==> config.mk <==
export PLATFORM = sky130hd
export DESIGN_NAME = uart_rx_buffered
export DESIGN_NICKNAME = d
export VERILOG_FILES = /design/src/rtl/uart_pkg.sv /design/src/rtl/sync_fifo.sv /design/src/rtl/uart_rx_buffered.sv
export SDC_FILE = /design/constraint.sdc
export NUM_CORES = 1
export LEC_CHECK = 0
export BUFFER_PORTS_ARGS = -buffer_cell sky130_fd_sc_hd__buf_2
export CAP_MARGIN = 15
export CORE_ASPECT_RATIO = 0.5
export CORE_MARGIN = 2
export CORE_UTILIZATION = 65
export CTS_CLUSTER_DIAMETER = 40
export DETAILED_ROUTE_END_ITERATION = 8
export HOLD_SLACK_MARGIN = 0.08
export PLACE_DENSITY = 0.84
export SETUP_SLACK_MARGIN = 0.3
export SYNTH_ARGS = -nofsm -noshare
export SYNTH_HDL_FRONTEND = slang
export SYNTH_SLANG_ARGS = --single-unit
==> constraint.sdc <==
create_clock -name clk -period 2.85 [get_ports clk]
set_clock_uncertainty 0.1 [all_clocks]
set_input_delay 0.4275 -clock clk [delete_from_list [all_inputs] [get_ports clk]]
set_output_delay 0.4275 -clock clk [all_outputs]
set_load 0.05 [all_outputs]
==> src/rtl/uart_pkg.sv <==
// Shared definitions for the buffered UART receiver: parity encodings, FSM states
// and the parity check helper.
package uart_pkg;

    localparam int DATA_W   = 8;

    localparam int PAR_NONE = 0;
    localparam int PAR_ODD  = 1;
    localparam int PAR_EVEN = 2;

    typedef enum logic [2:0] {
        IDLE,
        START,
        DATA,
        PARITY,
        STOP
    } rxState_t;

    // True when the received parity bit does not give the weight the mode demands.
    function automatic logic parityBad(input logic [DATA_W-1:0] data,
                                       input logic              parBit,
                                       input int                mode);
        logic weightOdd;
        weightOdd = ^{data, parBit};
        if (mode == PAR_ODD)
            parityBad = ~weightOdd;
        else if (mode == PAR_EVEN)
            parityBad = weightOdd;
        else
            parityBad = 1'b0;
    endfunction

endpackage

==> src/rtl/sync_fifo.sv <==
// First-word-fall-through FIFO, 2^AW entries, with registered empty/full flags.
// A push while full is accepted only when a pop happens in the same cycle.
module sync_fifo #(
    parameter int DW = 8,
    parameter int AW = 2
) (
    input  logic          clk,
    input  logic          reset,
    input  logic          i_push,
    input  logic          i_pop,
    input  logic [DW-1:0] i_wData,
    output logic [DW-1:0] o_rData,
    output logic          o_empty,
    output logic          o_full
);

    localparam int DEPTH = 1 << AW;

    logic [DW-1:0] r_mem [DEPTH];
    logic [AW-1:0] r_wrPtr;
    logic [AW-1:0] r_rdPtr;
    logic [AW:0]   r_count;
    logic          r_empty;
    logic          r_full;

    logic          w_doPop;
    logic          w_doPush;
    logic [AW:0]   w_nextCount;

    assign w_doPop  = i_pop & ~r_empty;
    assign w_doPush = i_push & (~r_full | w_doPop);

    always_comb begin
        w_nextCount = r_count;
        if (w_doPush && !w_doPop)
            w_nextCount = r_count + (AW+1)'(1);
        else if (w_doPop && !w_doPush)
            w_nextCount = r_count - (AW+1)'(1);
    end

    // Storage is cleared on reset so the head reads 0 straight out of reset.
    always_ff @(posedge clk or negedge reset) begin
        if (!reset) begin
            for (int i = 0; i < DEPTH; i++)
                r_mem[i] <= '0;
            r_wrPtr <= '0;
            r_rdPtr <= '0;
            r_count <= '0;
            r_empty <= 1'b1;
            r_full  <= 1'b0;
        end else begin
            if (w_doPush) begin
                r_mem[r_wrPtr] <= i_wData;
                r_wrPtr        <= r_wrPtr + AW'(1);
            end
            if (w_doPop)
                r_rdPtr <= r_rdPtr + AW'(1);
            r_count <= w_nextCount;
            r_empty <= (w_nextCount == '0);
            r_full  <= (w_nextCount == (AW+1)'(DEPTH));
        end
    end

    assign o_rData = r_mem[r_rdPtr];
    assign o_empty = r_empty;
    assign o_full  = r_full;

endmodule

==> src/rtl/uart_rx_buffered.sv <==
// UART receiver (start/8 data/optional parity/stop) feeding a receive FIFO.
// Optional macro UART_RX_SYNC_EN adds a two-flop synchroniser on rx.
module uart_rx_buffered
    import uart_pkg::*;
#(
    parameter int P     = 0,
    parameter int W     = 2,
    parameter int s     = 1,
    parameter int TIMER = 16
) (
    input  logic              clk,
    input  logic              reset,
    input  logic              rx,
    input  logic              rd,
    output logic [DATA_W-1:0] r_data,
    output logic              empty,
    output logic              full,
    output logic              frame_err,
    output logic              parity_err,
    output logic              overrun_err
);

    localparam int             TW        = (TIMER > 2) ? $clog2(TIMER) : 1;
    localparam logic [TW-1:0]  LAST_TICK = TW'(TIMER - 1);
    localparam logic [TW-1:0]  HALF_TICK = TW'(TIMER / 2 - 1);
    localparam logic [2:0]     LAST_STOP = 3'(s - 1);

    logic w_rx;

`ifdef UART_RX_SYNC_EN
    logic [1:0] r_sync;

    always_ff @(posedge clk or negedge reset) begin
        if (!reset)
            r_sync <= 2'b11;
        else
            r_sync <= {r_sync[0], rx};
    end

    assign w_rx = r_sync[1];
`else
    assign w_rx = rx;
`endif

    rxState_t          r_state,   w_state;
    logic [TW-1:0]     r_timer,   w_timer;
    logic [2:0]        r_bitCnt,  w_bitCnt;
    logic [DATA_W-1:0] r_shift,   w_shift;
    logic              r_parBad,  w_parBad;
    logic              r_stopBad, w_stopBad;
    logic              r_done,    w_done;

    always_ff @(posedge clk or negedge reset) begin
        if (!reset) begin
            r_state   <= IDLE;
            r_timer   <= '0;
            r_bitCnt  <= '0;
            r_shift   <= '0;
            r_parBad  <= 1'b0;
            r_stopBad <= 1'b0;
            r_done    <= 1'b0;
        end else begin
            r_state   <= w_state;
            r_timer   <= w_timer;
            r_bitCnt  <= w_bitCnt;
            r_shift   <= w_shift;
            r_parBad  <= w_parBad;
            r_stopBad <= w_stopBad;
            r_done    <= w_done;
        end
    end

    // Every sample lands on a mid-bit tick; r_done marks the end-of-frame cycle.
    always_comb begin
        w_state   = r_state;
        w_timer   = r_timer;
        w_bitCnt  = r_bitCnt;
        w_shift   = r_shift;
        w_parBad  = r_parBad;
        w_stopBad = r_stopBad;
        w_done    = 1'b0;
        case (r_state)
            IDLE: begin
                if (!w_rx) begin
                    w_state   = START;
                    w_timer   = '0;
                    w_bitCnt  = '0;
                    w_parBad  = 1'b0;
                    w_stopBad = 1'b0;
                end
            end
            START: begin
                if (r_timer == HALF_TICK) begin
                    w_timer = '0;
                    w_state = w_rx ? IDLE : DATA;
                end else begin
                    w_timer = r_timer + TW'(1);
                end
            end
            DATA: begin
                if (r_timer == LAST_TICK) begin
                    w_timer  = '0;
                    w_shift  = {w_rx, r_shift[DATA_W-1:1]};
                    w_bitCnt = r_bitCnt + 3'd1;
                    if (r_bitCnt == 3'd7) begin
                        w_bitCnt = '0;
                        w_state  = (P != PAR_NONE) ? PARITY : STOP;
                    end
                end else begin
                    w_timer = r_timer + TW'(1);
                end
            end
            PARITY: begin
                if (r_timer == LAST_TICK) begin
                    w_timer  = '0;
                    w_parBad = parityBad(r_shift, w_rx, P);
                    w_state  = STOP;
                end else begin
                    w_timer = r_timer + TW'(1);
                end
            end
            STOP: begin
                if (r_timer == LAST_TICK) begin
                    w_timer   = '0;
                    w_stopBad = r_stopBad | ~w_rx;
                    if (r_bitCnt == LAST_STOP) begin
                        w_bitCnt = '0;
                        w_done   = 1'b1;
                        w_state  = IDLE;
                    end else begin
                        w_bitCnt = r_bitCnt + 3'd1;
                    end
                end else begin
                    w_timer = r_timer + TW'(1);
                end
            end
            default: begin
                w_state = IDLE;
                w_timer = '0;
            end
        endcase
    end

    logic w_good;
    logic w_fifoEmpty;
    logic w_fifoFull;

    assign w_good = r_done & ~r_stopBad & ~r_parBad;

    sync_fifo #(
        .DW(DATA_W),
        .AW(W)
    ) u_fifo (
        .clk     (clk),
        .reset   (reset),
        .i_push  (w_good),
        .i_pop   (rd),
        .i_wData (r_shift),
        .o_rData (r_data),
        .o_empty (w_fifoEmpty),
        .o_full  (w_fifoFull)
    );

    // A simultaneous pop frees a slot, so a good byte arriving while full is kept.
    assign overrun_err = w_good & w_fifoFull & ~rd;
    assign frame_err   = r_done & r_stopBad;
    assign parity_err  = r_done & r_parBad;
    assign empty       = w_fifoEmpty;
    assign full        = w_fifoFull;

endmodule

==> flow_summary_export.csv, run 1 <==
group,metric,value,unit
route,first_pass_iters,5,
grt,grt_max_degree,28,
layout,layout_common_cells,"dfrtp_1 (59), mux2_2 (34), buf_2 (15)",
place,globalplace.congestion,0.801,
critical_path,setup.worst_path.start,"u_fifo.r_rdPtr[0]",
critical_path,cp.required,2320,ps
route,via_count,1792,
floorplanning,die_w,99.6,um
logic_synthesis,synth_top_family_by_area,"multiplexers",
route,drt_iter0_drc,70,
logic_synthesis,synthXorXnorAreaFrac,1.47,%
grt,grt_overflow,0,
power_and_ir_drop,irDropWorstVdd,0.410,mV
logic_synthesis,synth_fa_ha_area_share,4.55,%
floorplanning,dieArea,5160,um^2
clock_network,htreeDepth,3,
place,numPortBuffers,15,
power_and_ir_drop,clkPwrFrac,32.7,%
logic_synthesis,synth-seq-cells,61,
layout,drive_gt1_share,35.4,%
layout,layout_commonest_cell,"dfrtp_1",
logic_synthesis,yosysSeqAreaShare,51.5,%
sta,drv_slew,0,
logic_synthesis,synth_edf_count,0,
layout,syn_to_final_growth,10.1,%
floorplanning,fp.coreArea,4400,um^2
sta,finalHoldViolations,0,
layout,fin_cells,303,
logic_synthesis,synth_area_leaders,"dfrtp_1 (51%), mux2_2 (13%), mux4_2 (6.1%)",
sta,max-slew-margin-rel,64.3,%
critical_path,r2r_start,"u_fifo.o_empty",
logic_synthesis,avgSynthCellArea,13.3,um^2
place,preCtsSetupSlack,736,ps
clock_network,numCtsBuffers,9,
logic_synthesis,yosys.area.top_type,"dfrtp_1",
power_and_ir_drop,internal_power,0.00161,W
critical_path,crit_type,"reg -> out",
sta,worst_pin_slew,528,ps
route,drcViolationCount,0,
sta,fin_crit_sh,78.2,%
grt,grt_pass1_wl,8.69,mm
sta,final.min_clock_period,2230,ps
power_and_ir_drop,p_per_area,723,nW/um^2
clock_network,cts_root_buf,"clkbuf_8",
sta,rsz0062_at_grt,"false",
clock_network,clk_pin_slew_worst_paths,70,ps
logic_synthesis,synth_mux_area_share,24.0,%
logic_synthesis,synth_cell_types,40,
power_and_ir_drop,p_leak,1.60,nW
clock_network,cts_tree,"built",
logic_synthesis,syn-num-nets,238,
power_and_ir_drop,power,0.00236,W
power_and_ir_drop,swShare,31.9,%
route,viasPerCell,5.91,
logic_synthesis,ys.flop_type,"dfrtp_1",
critical_path,crit_arrival,1700,ps
critical_path,end_kind,"primary output",
logic_synthesis,yosysWarnings,0,
route,wire_per_inst,17.0,um
logic_synthesis,syn_area,2970,um^2
sta,fmax,0.449,GHz
route,ant_nets,0,
sta,tns,0,ps
sta,setup_viol,0,
critical_path,path_max_fanout,10,
clock_network,insertion_delay,340,ps
sta,fin_ws,621,ps
hold_path,hp-start,"rx",
logic_synthesis,synthSimpleGateAreaFrac,9.36,%
floorplanning,io_pins,17,
grt,antenna_found_initial,0,
logic_synthesis,netlist.area_leader.share,50.6,%
outcome,status,"finished clean",
logic_synthesis,synth-compound-area-share,5.35,%
route,finalWirelength,5.14,mm
place,placed_cells,286,
logic_synthesis,synth_cells,224,
power_and_ir_drop,p_comb_share,20.2,%
logic_synthesis,async_flop_share,100,%
place,dpl.hpwl,3.43,mm
floorplanning,start_util,67.4,%
layout,diodes,0,
clock_network,numClockSinks,61,
flow_run,maxCapViolations,0,
layout,fin_nets,255,
clock_network,clockBufferDepth,2,
grt,track_usage,23.1,%
critical_path,startpoint_type,"register",
floorplanning,rows,17,
power_and_ir_drop,pwr-share-seq,47.2,%
floorplanning,die_h,51.8,um
power_and_ir_drop,p_switching,0.000753,W
grt,grt_pass1_vias,1800,
hold_path,min_path_type,"in -> reg",
## cell usage after synthesis, types with 2 or more instances
cell type and n:
or3_1 2, mux4_2 8, ha_1 10, and2_1 7, nor2b_1 3, clkbuf_1 3, nor3b_1 5, nor2_1 4
nand2b_1 4, nor3_1 4, xnor2_1 5, buf_4 5, mux2_2 34, buf_2 3, dfrtp_1 60, o21ai_0 6
and3_1 4, a21oi_1 10, nand2_1 8, mux2i_1 3, mux2_4 8, inv_1 9, o32ai_1 2
## registers in the layout (all words and copies together) (netlist names), 2 cells and up
register / cells
u_fifo.r_count: 3
u_fifo.r_wrPtr: 2
u_fifo.r_rdPtr: 2
r_state: 3
r_timer: 4
u_fifo.r_mem: 32
r_bitCnt: 3
r_shift: 8
## stage by stage
stage	cell area [um^2]	utilization (%)	hold slack (ps)
after floorplan	2970	-	31.9
after global placement	3060	69.4	185
after detailed placement	3060	69.4	190
after CTS	3270	74.2	282
after global routing	3270	74.2	305
final	3270	74.2	302
## power by group through the flow
stage | registers (W) | logic (W) | clock network (W)
6_report | 0.00111 | 0.000476 | 0.000772
5_1_grt | 0.00114 | 0.000533 | 0.000828
4_1_cts | 0.00111 | 0.000478 | 0.000786
3_5_place_dp | 0.00113 | 0.000475 | 0
3_3_place_gp | 0.00112 | 0.000457 | 0
2_1_floorplan | 0.00104 | 0.000444 | 0
## critical path: stages (launching register included)
cell     delay (ps)
dfrtp_2         580
mux4_2          550
buf_2           230
## final timing paths
path                            cells after the start  slack, ps                to
worst max-delay path                                2        620         r_data[4]
worst min-delay path                                2        300        r_state[0]
worst max register to register                      4        810  u_fifo.r_mem[22]
worst min register to register                      1        410  u_fifo.r_mem[11]
max in group asynchronous                           3       1660    u_fifo.o_empty
min in group asynchronous                           2        360       r_bitCnt[1]
## layout make-up
class / count / area (um^2)
fill: 294 / 1130
multi-input combinational: 142 / 1330
clock inverter: 5 / 60.1
clock buffer: 11 / 141
timing repair buffer: 18 / 100
tap: 57 / 71.3
inverter: 9 / 33.8
sequential: 61 / 1530
## logic make-up after synthesis
kind of cell	Yosys count
flip-flops	61
AO/OA/AOI/OAI	25
buffers and inverters	21
other	1
adder cells (fa/ha/maj)	11
AND/OR/NAND/NOR	47
XOR/XNOR	5
multiplexers	53
## layer usage
metal | wire [um] | track usage (%) | vias to the layer above
li1 | - | - | 838
met1 | 2380 | 28.7 | 922
met2 | 2540 | 39.0 | 30
met3 | 208 | 9.27 | 2
met4 | 14 | 5.48 | 0
met5 | 0 | 0 | -
## repair_timing
| action | CTS | global route |
|---|---|---|
| hold endpoints to repair | 7 | 0 |
| gates resized for setup | 0 | 1 |
| endpoints found under the setup margin | 0 | 1 |
| setup buffers | 0 | 0 |
| hold buffers | 1 | 0 |
Note: power is estimated with default switching activity, not from simulation.
==> run 2, diff against run 1 <==
Settings changed: CORE_UTILIZATION 65 to 60, PLACE_DENSITY 0.84 to 0.79.
Clock period 2.85 ns to 2.3 ns, I/O delays scaled along.
==> run 2 against run 1 <==
Net effect:
- sequential share of layout area down 1.8 points
- worst hold slack worse by 68 ps
- utilization down 4.0 points
- combinational power up 53%
- sequential power up 22%
- first-iteration DRC count up 21%
- critical path depth up 1
- largest cell class unchanged
==> flow_summary_export.csv, run 2 (synthesized netlist as in run 1, its figures left out) <==
group,metric,value,unit
critical_path,crit_type,"reg -> out",
route,ant_nets,0,
sta,fin_crit_sh,88.3,%
route,drt_iter0_drc,85,
route,first_pass_iters,4,
critical_path,path_cells,"buf_12, mux4_2, buf_6",
clock_network,cts_root_buf,"clkbuf_8",
layout,nFillCells,336,
floorplanning,fp.coreArea,4840,um^2
route,via_count,1797,
clock_network,clockBufferDepth,2,
power_and_ir_drop,p_comb_share,24.0,%
floorplanning,die_h,53.7,um
critical_path,critPathSlowestCell,"mux4_2",
outcome,status,"finished clean",
place,dpl.hpwl,3.59,mm
critical_path,end_kind,"primary output",
power_and_ir_drop,pwr-share-seq,44.6,%
sta,tns,0,ps
clock_network,clk_pin_slew_worst_paths,70,ps
layout,layout_commonest_cell,"dfrtp_1",
critical_path,crit_buf_inv,2,
flow_run,maxCapViolations,0,
sta,max-slew-margin-rel,67.0,%
clock_network,numClockSinks,61,
clock_network,numCtsBuffers,9,
power_and_ir_drop,p_switching,0.000980,W
floorplanning,rows,18,
critical_path,cp_slowest_stage_delay,520,ps
critical_path,startpoint_type,"register",
layout,syn_to_final_growth,14.5,%
layout,largest_register,"u_fifo.r_mem",
critical_path,path_delay_family,"multiplexers",
clock_network,cts_tree,"built",
layout,largest_reg_flops,32,
sta,fmax,0.492,GHz
route,drcViolationCount,0,
layout,layout_common_cells,"dfrtp_1 (58), mux2_2 (34), a21oi_1 (10), ha_1 (10)",
sta,final.min_clock_period,2030,ps
clock_network,htreeDepth,3,
floorplanning,die_w,103,um
layout,diodes,0,
clock_network,insertion_delay,340,ps
power_and_ir_drop,irDropWorstVdd,0.477,mV
critical_path,crit_arrival,1590,ps
route,viasPerCell,5.65,
layout,drive_gt1_share,39.1,%
sta,worst_pin_slew,489,ps
power_and_ir_drop,p_per_area,891,nW/um^2
critical_path,path_max_fanout,6,
critical_path,regToRegSetupSlack,410,ps
grt,track_usage,23.2,%
grt,grt_max_degree,51,
floorplanning,dieArea,5560,um^2
sta,setup_viol,0,
sta,rsz0062_at_grt,"true",
route,finalWirelength,5.49,mm
power_and_ir_drop,p_leak,1.63,nW
critical_path,r2r_start,"u_fifo.o_empty",
grt,grt_overflow,0,
floorplanning,start_util,61.3,%
grt,grt_pass1_wl,9.16,mm
sta,drv_slew,0,
sta,finalHoldViolations,0,
hold_path,min_path_type,"in -> reg",
layout,top_regs,"u_fifo.r_mem x32, r_shift x8, r_timer x4",
hold_path,hp-start,"rx",
place,numPortBuffers,15,
power_and_ir_drop,internal_power,0.00205,W
sta,whs,234,ps
grt,antenna_found_initial,0,
power_and_ir_drop,swShare,32.4,%
floorplanning,io_pins,17,
layout,fin_nets,257,
place,globalplace.congestion,0.848,
grt,grt_pass1_vias,1863,
power_and_ir_drop,clkPwrFrac,31.4,%
route,wire_per_inst,17.3,um
critical_path,cp.required,1860,ps
critical_path,setup.worst_path.start,"u_fifo.r_rdPtr[0]",
## run 2: power by group through the flow
stage	clock (W)	combinational (W)	sequential [W]
finish	0.000952	0.000728	0.00135
global route	0.00103	0.000808	0.00137
CTS	0.000965	0.000735	0.00134
detailed placement	0	0.000663	0.00137
global placement	0	0.000638	0.00137
floorplan	0	0.000551	0.00129
## run 2: worst paths after layout
path / to / depth (start not counted)
hold reg to reg: u_fifo.r_mem[11] / 1
max in group asynchronous: u_fifo.r_rdPtr[0] / 3
setup reg to reg: u_fifo.r_mem[28] / 4
hold / removal: r_state[0] / 2
min in group asynchronous: u_fifo.r_count[1] / 2
setup / recovery: r_data[6] / 3
## run 2: cell type report
type                    count  area, um^2  share of cell area (%)
clock buffers               9         124                    3.64
inverters                   9        33.8                   0.993
clock inverters             7        75.1                    2.21
repair buffers             20         203                    5.96
multi-input cells         142        1350                    39.6
well taps                  70        87.6                    2.58
flip-flops and latches     61        1530                    45.0
## run 2: metal layers
layer | wire length [um] | global-route usage, %
met1 | 2460 | 29.0
met3 | 168 | 7.79
met2 | 2770 | 38.2
met4 | 91 | 9.21
met5 | 0 | 0
## run 2: through the flow
stage	total power, W	cells	setup slack [ps]	instance area [um^2]	utilization (%)
2_1_floorplan	0.00184	224	428	2970	-
3_3_place_gp	0.00201	299	327	3100	64.1
3_5_place_dp	0.00204	299	285	3100	64.1
4_1_cts	0.00305	318	257	3400	70.2
5_1_grt	0.00321	318	189	3400	70.2
6_report	0.00303	318	269	3400	70.2
## run 2: repair_timing
| item | 4_1_cts | 5_1_grt |
|---|---|---|
| resized for setup | 22 | 1 |
| endpoints found under the hold margin | 11 | 0 |
| pin swaps | 0 | 0 |
| hold buffers | 1 | 0 |
| endpoints found under the setup margin | 33 | 16 |
| setup buffers | 2 | 0 |
## run 2: worst register-to-register path: cells and delay by family, from the launching register on
family / cells / cell delay (ps)
compound gates: 1 / 320
flops: 1 / 390
mux: 1 / 380
simple gates: 2 / 590
==> run 3, diff against run 2 <==
Settings changed: CORE_UTILIZATION 60 to 30, PLACE_DENSITY 0.79 to unset.
==> run 3 against run 2 <==
Net effect:
- routed wire length is 4.4% higher
- fmax grew 1.5%
- via count is 0.67% higher
- sequential cell count unchanged
- cell area rose by 6.3%
==> flow_summary_export.csv, run 3 (synthesized netlist as in run 1, its figures left out) <==
group,metric,value,unit
outcome,status,"finished clean",
floorplanning,io_pins,17,
grt,antenna_found_initial,0,
critical_path,crit_arrival,1560,ps
critical_path,critPathSlowestCell,"mux4_2",
critical_path,path_cells,"buf_12, mux4_2, buf_8",
sta,fin_crit_sh,87.0,%
grt,grt_pass1_vias,1817,
layout,layout_common_cells,"dfrtp_1 (58), mux2_2 (34), a21oi_1 (10), ha_1 (10)",
critical_path,path_max_fanout,7,
grt,track_usage,12.1,%
layout,largest_register,"u_fifo.r_mem",
layout,nFillCells,888,
layout,drive_gt1_share,38.5,%
clock_network,numClockSinks,61,
layout,largest_reg_flops,32,
clock_network,cts_tree,"built",
clock_network,insertion_delay,320,ps
place,globalplace.congestion,0.863,
sta,tns,0,ps
route,drt_iter0_drc,83,
route,first_pass_iters,4,
route,viasPerCell,4.67,
critical_path,startpoint_type,"register",
layout,diodes,0,
layout,top_regs,"u_fifo.r_mem x32, r_shift x8, r_timer x4",
sta,setup_viol,0,
floorplanning,fp.coreArea,9540,um^2
grt,grt_pass1_wl,9.48,mm
power_and_ir_drop,p_per_area,948,nW/um^2
floorplanning,rows,25,
clock_network,clockBufferDepth,2,
sta,fmax,0.500,GHz
layout,layout_commonest_cell,"dfrtp_1",
sta,finalHoldViolations,0,
critical_path,cp_slowest_stage_delay,530,ps
place,numPortBuffers,15,
grt,grtUsageMet2,20.6,%
sta,worst_pin_slew,539,ps
floorplanning,dieArea,10800,um^2
grt,use_met3,4.64,%
grt,grt_max_degree,62,
grt,use_met1,14.2,%
critical_path,path_delay_family,"multiplexers",
floorplanning,die_w,145,um
critical_path,crit_buf_inv,2,
sta,drv_slew,0,
critical_path,cp.required,1860,ps
route,via_count,1809,
layout,fin_util,37.9,%
clock_network,htreeDepth,3,
sta,max-slew-margin-rel,63.6,%
hold_path,min_path_type,"in -> reg",
clock_network,clk_pin_slew_worst_paths,50,ps
grt,grt_overflow,0,
route,ant_nets,0,
layout,syn_to_final_growth,21.7,%
floorplanning,start_util,31.1,%
critical_path,crit_type,"reg -> out",
power_and_ir_drop,p_leak,1.70,nW
route,finalWirelength,5.73,mm
critical_path,end_kind,"primary output",
grt,busiest_layer,"met2",
power_and_ir_drop,irDropWorstVdd,0.323,mV
place,dpl.hpwl,3.78,mm
layout,fin_nets,262,
sta,whs,267,ps
flow_run,maxCapViolations,0,
sta,rsz0062_at_grt,"true",
clock_network,cts_root_buf,"clkbuf_16",
floorplanning,die_h,74.3,um
sta,final.min_clock_period,2000,ps
route,drcViolationCount,0,
route,wire_per_inst,14.8,um
clock_network,numCtsBuffers,9,
run 3: worst paths after layout:
path	start	endpoint	slack [ps]	depth (start not counted)
max	u_fifo.r_rdPtr[0]	r_data[6]	300	3
min	rx	r_state[0]	270	2
max reg2reg	u_fifo.o_empty	u_fifo.o_full	450	4
min reg2reg	u_fifo.r_mem[4]	u_fifo.r_mem[4]	400	1
max in group asynchronous	reset	u_fifo.o_empty	1350	3
min in group asynchronous	reset	r_timer[0]	450	3
run 3: metal layers:
layer / routed length, um / vias up / share of wire [%]
met5: 0 / - / 0
met4: 74 / 0 / 1.3
met3: 271 / 9 / 4.7
met2: 2890 / 43 / 50
met1: 2490 / 904 / 44
li1: - / 853 / -
run 3: cell type report:
class                   instances  area (um^2)  area share [%]
multi-input cells             142         1350            37.3
well taps                     135          169            4.67
flip-flops and latches         61         1530            42.3
repair buffers                 25          231            6.40
inverters                       9         33.8           0.935
clock buffers                  11          253            6.99
clock inverters                 4         47.5            1.32
run 3: through the flow:
step           cell area, um^2  setup slack [ps]  power (W)  std cells
4_1_cts                   3590               284    0.00345        387
5_1_grt                   3610               240    0.00361        387
3_5_place_dp              3210               338    0.00205        368
3_3_place_gp              3210               394    0.00202        368
2_1_floorplan             2970               428    0.00184        224
6_report                  3610               300    0.00343        387
run 3: worst register-to-register path, stage by stage, from the launching register on:
cell      delay (ps)
dfstp_2          540
nand2b_1         280
mux2i_1          330
a221o_1          260
and4bb_2         240
run 3: timing repair:
| item | CTS | global route |
|---|---|---|
| pin swaps | 0 | 0 |
| resized for setup | 16 | 6 |
| hold endpoints to repair | 60 | 0 |
| setup endpoints to repair | 8 | 25 |
| hold buffers | 1 | 0 |
| buffers inserted | 3 | 0 |
run 3: report_power, final:
| group | switching, W | total [W] | internal (W) |
|---|---|---|---|
| combinational | 0.000386 | 0.000738 | 0.000353 |
| clock | 0.000451 | 0.00134 | 0.000886 |
| sequential | 0.000166 | 0.00135 | 0.00119 |
| total | 0.00100 | 0.00343 | 0.00242 |
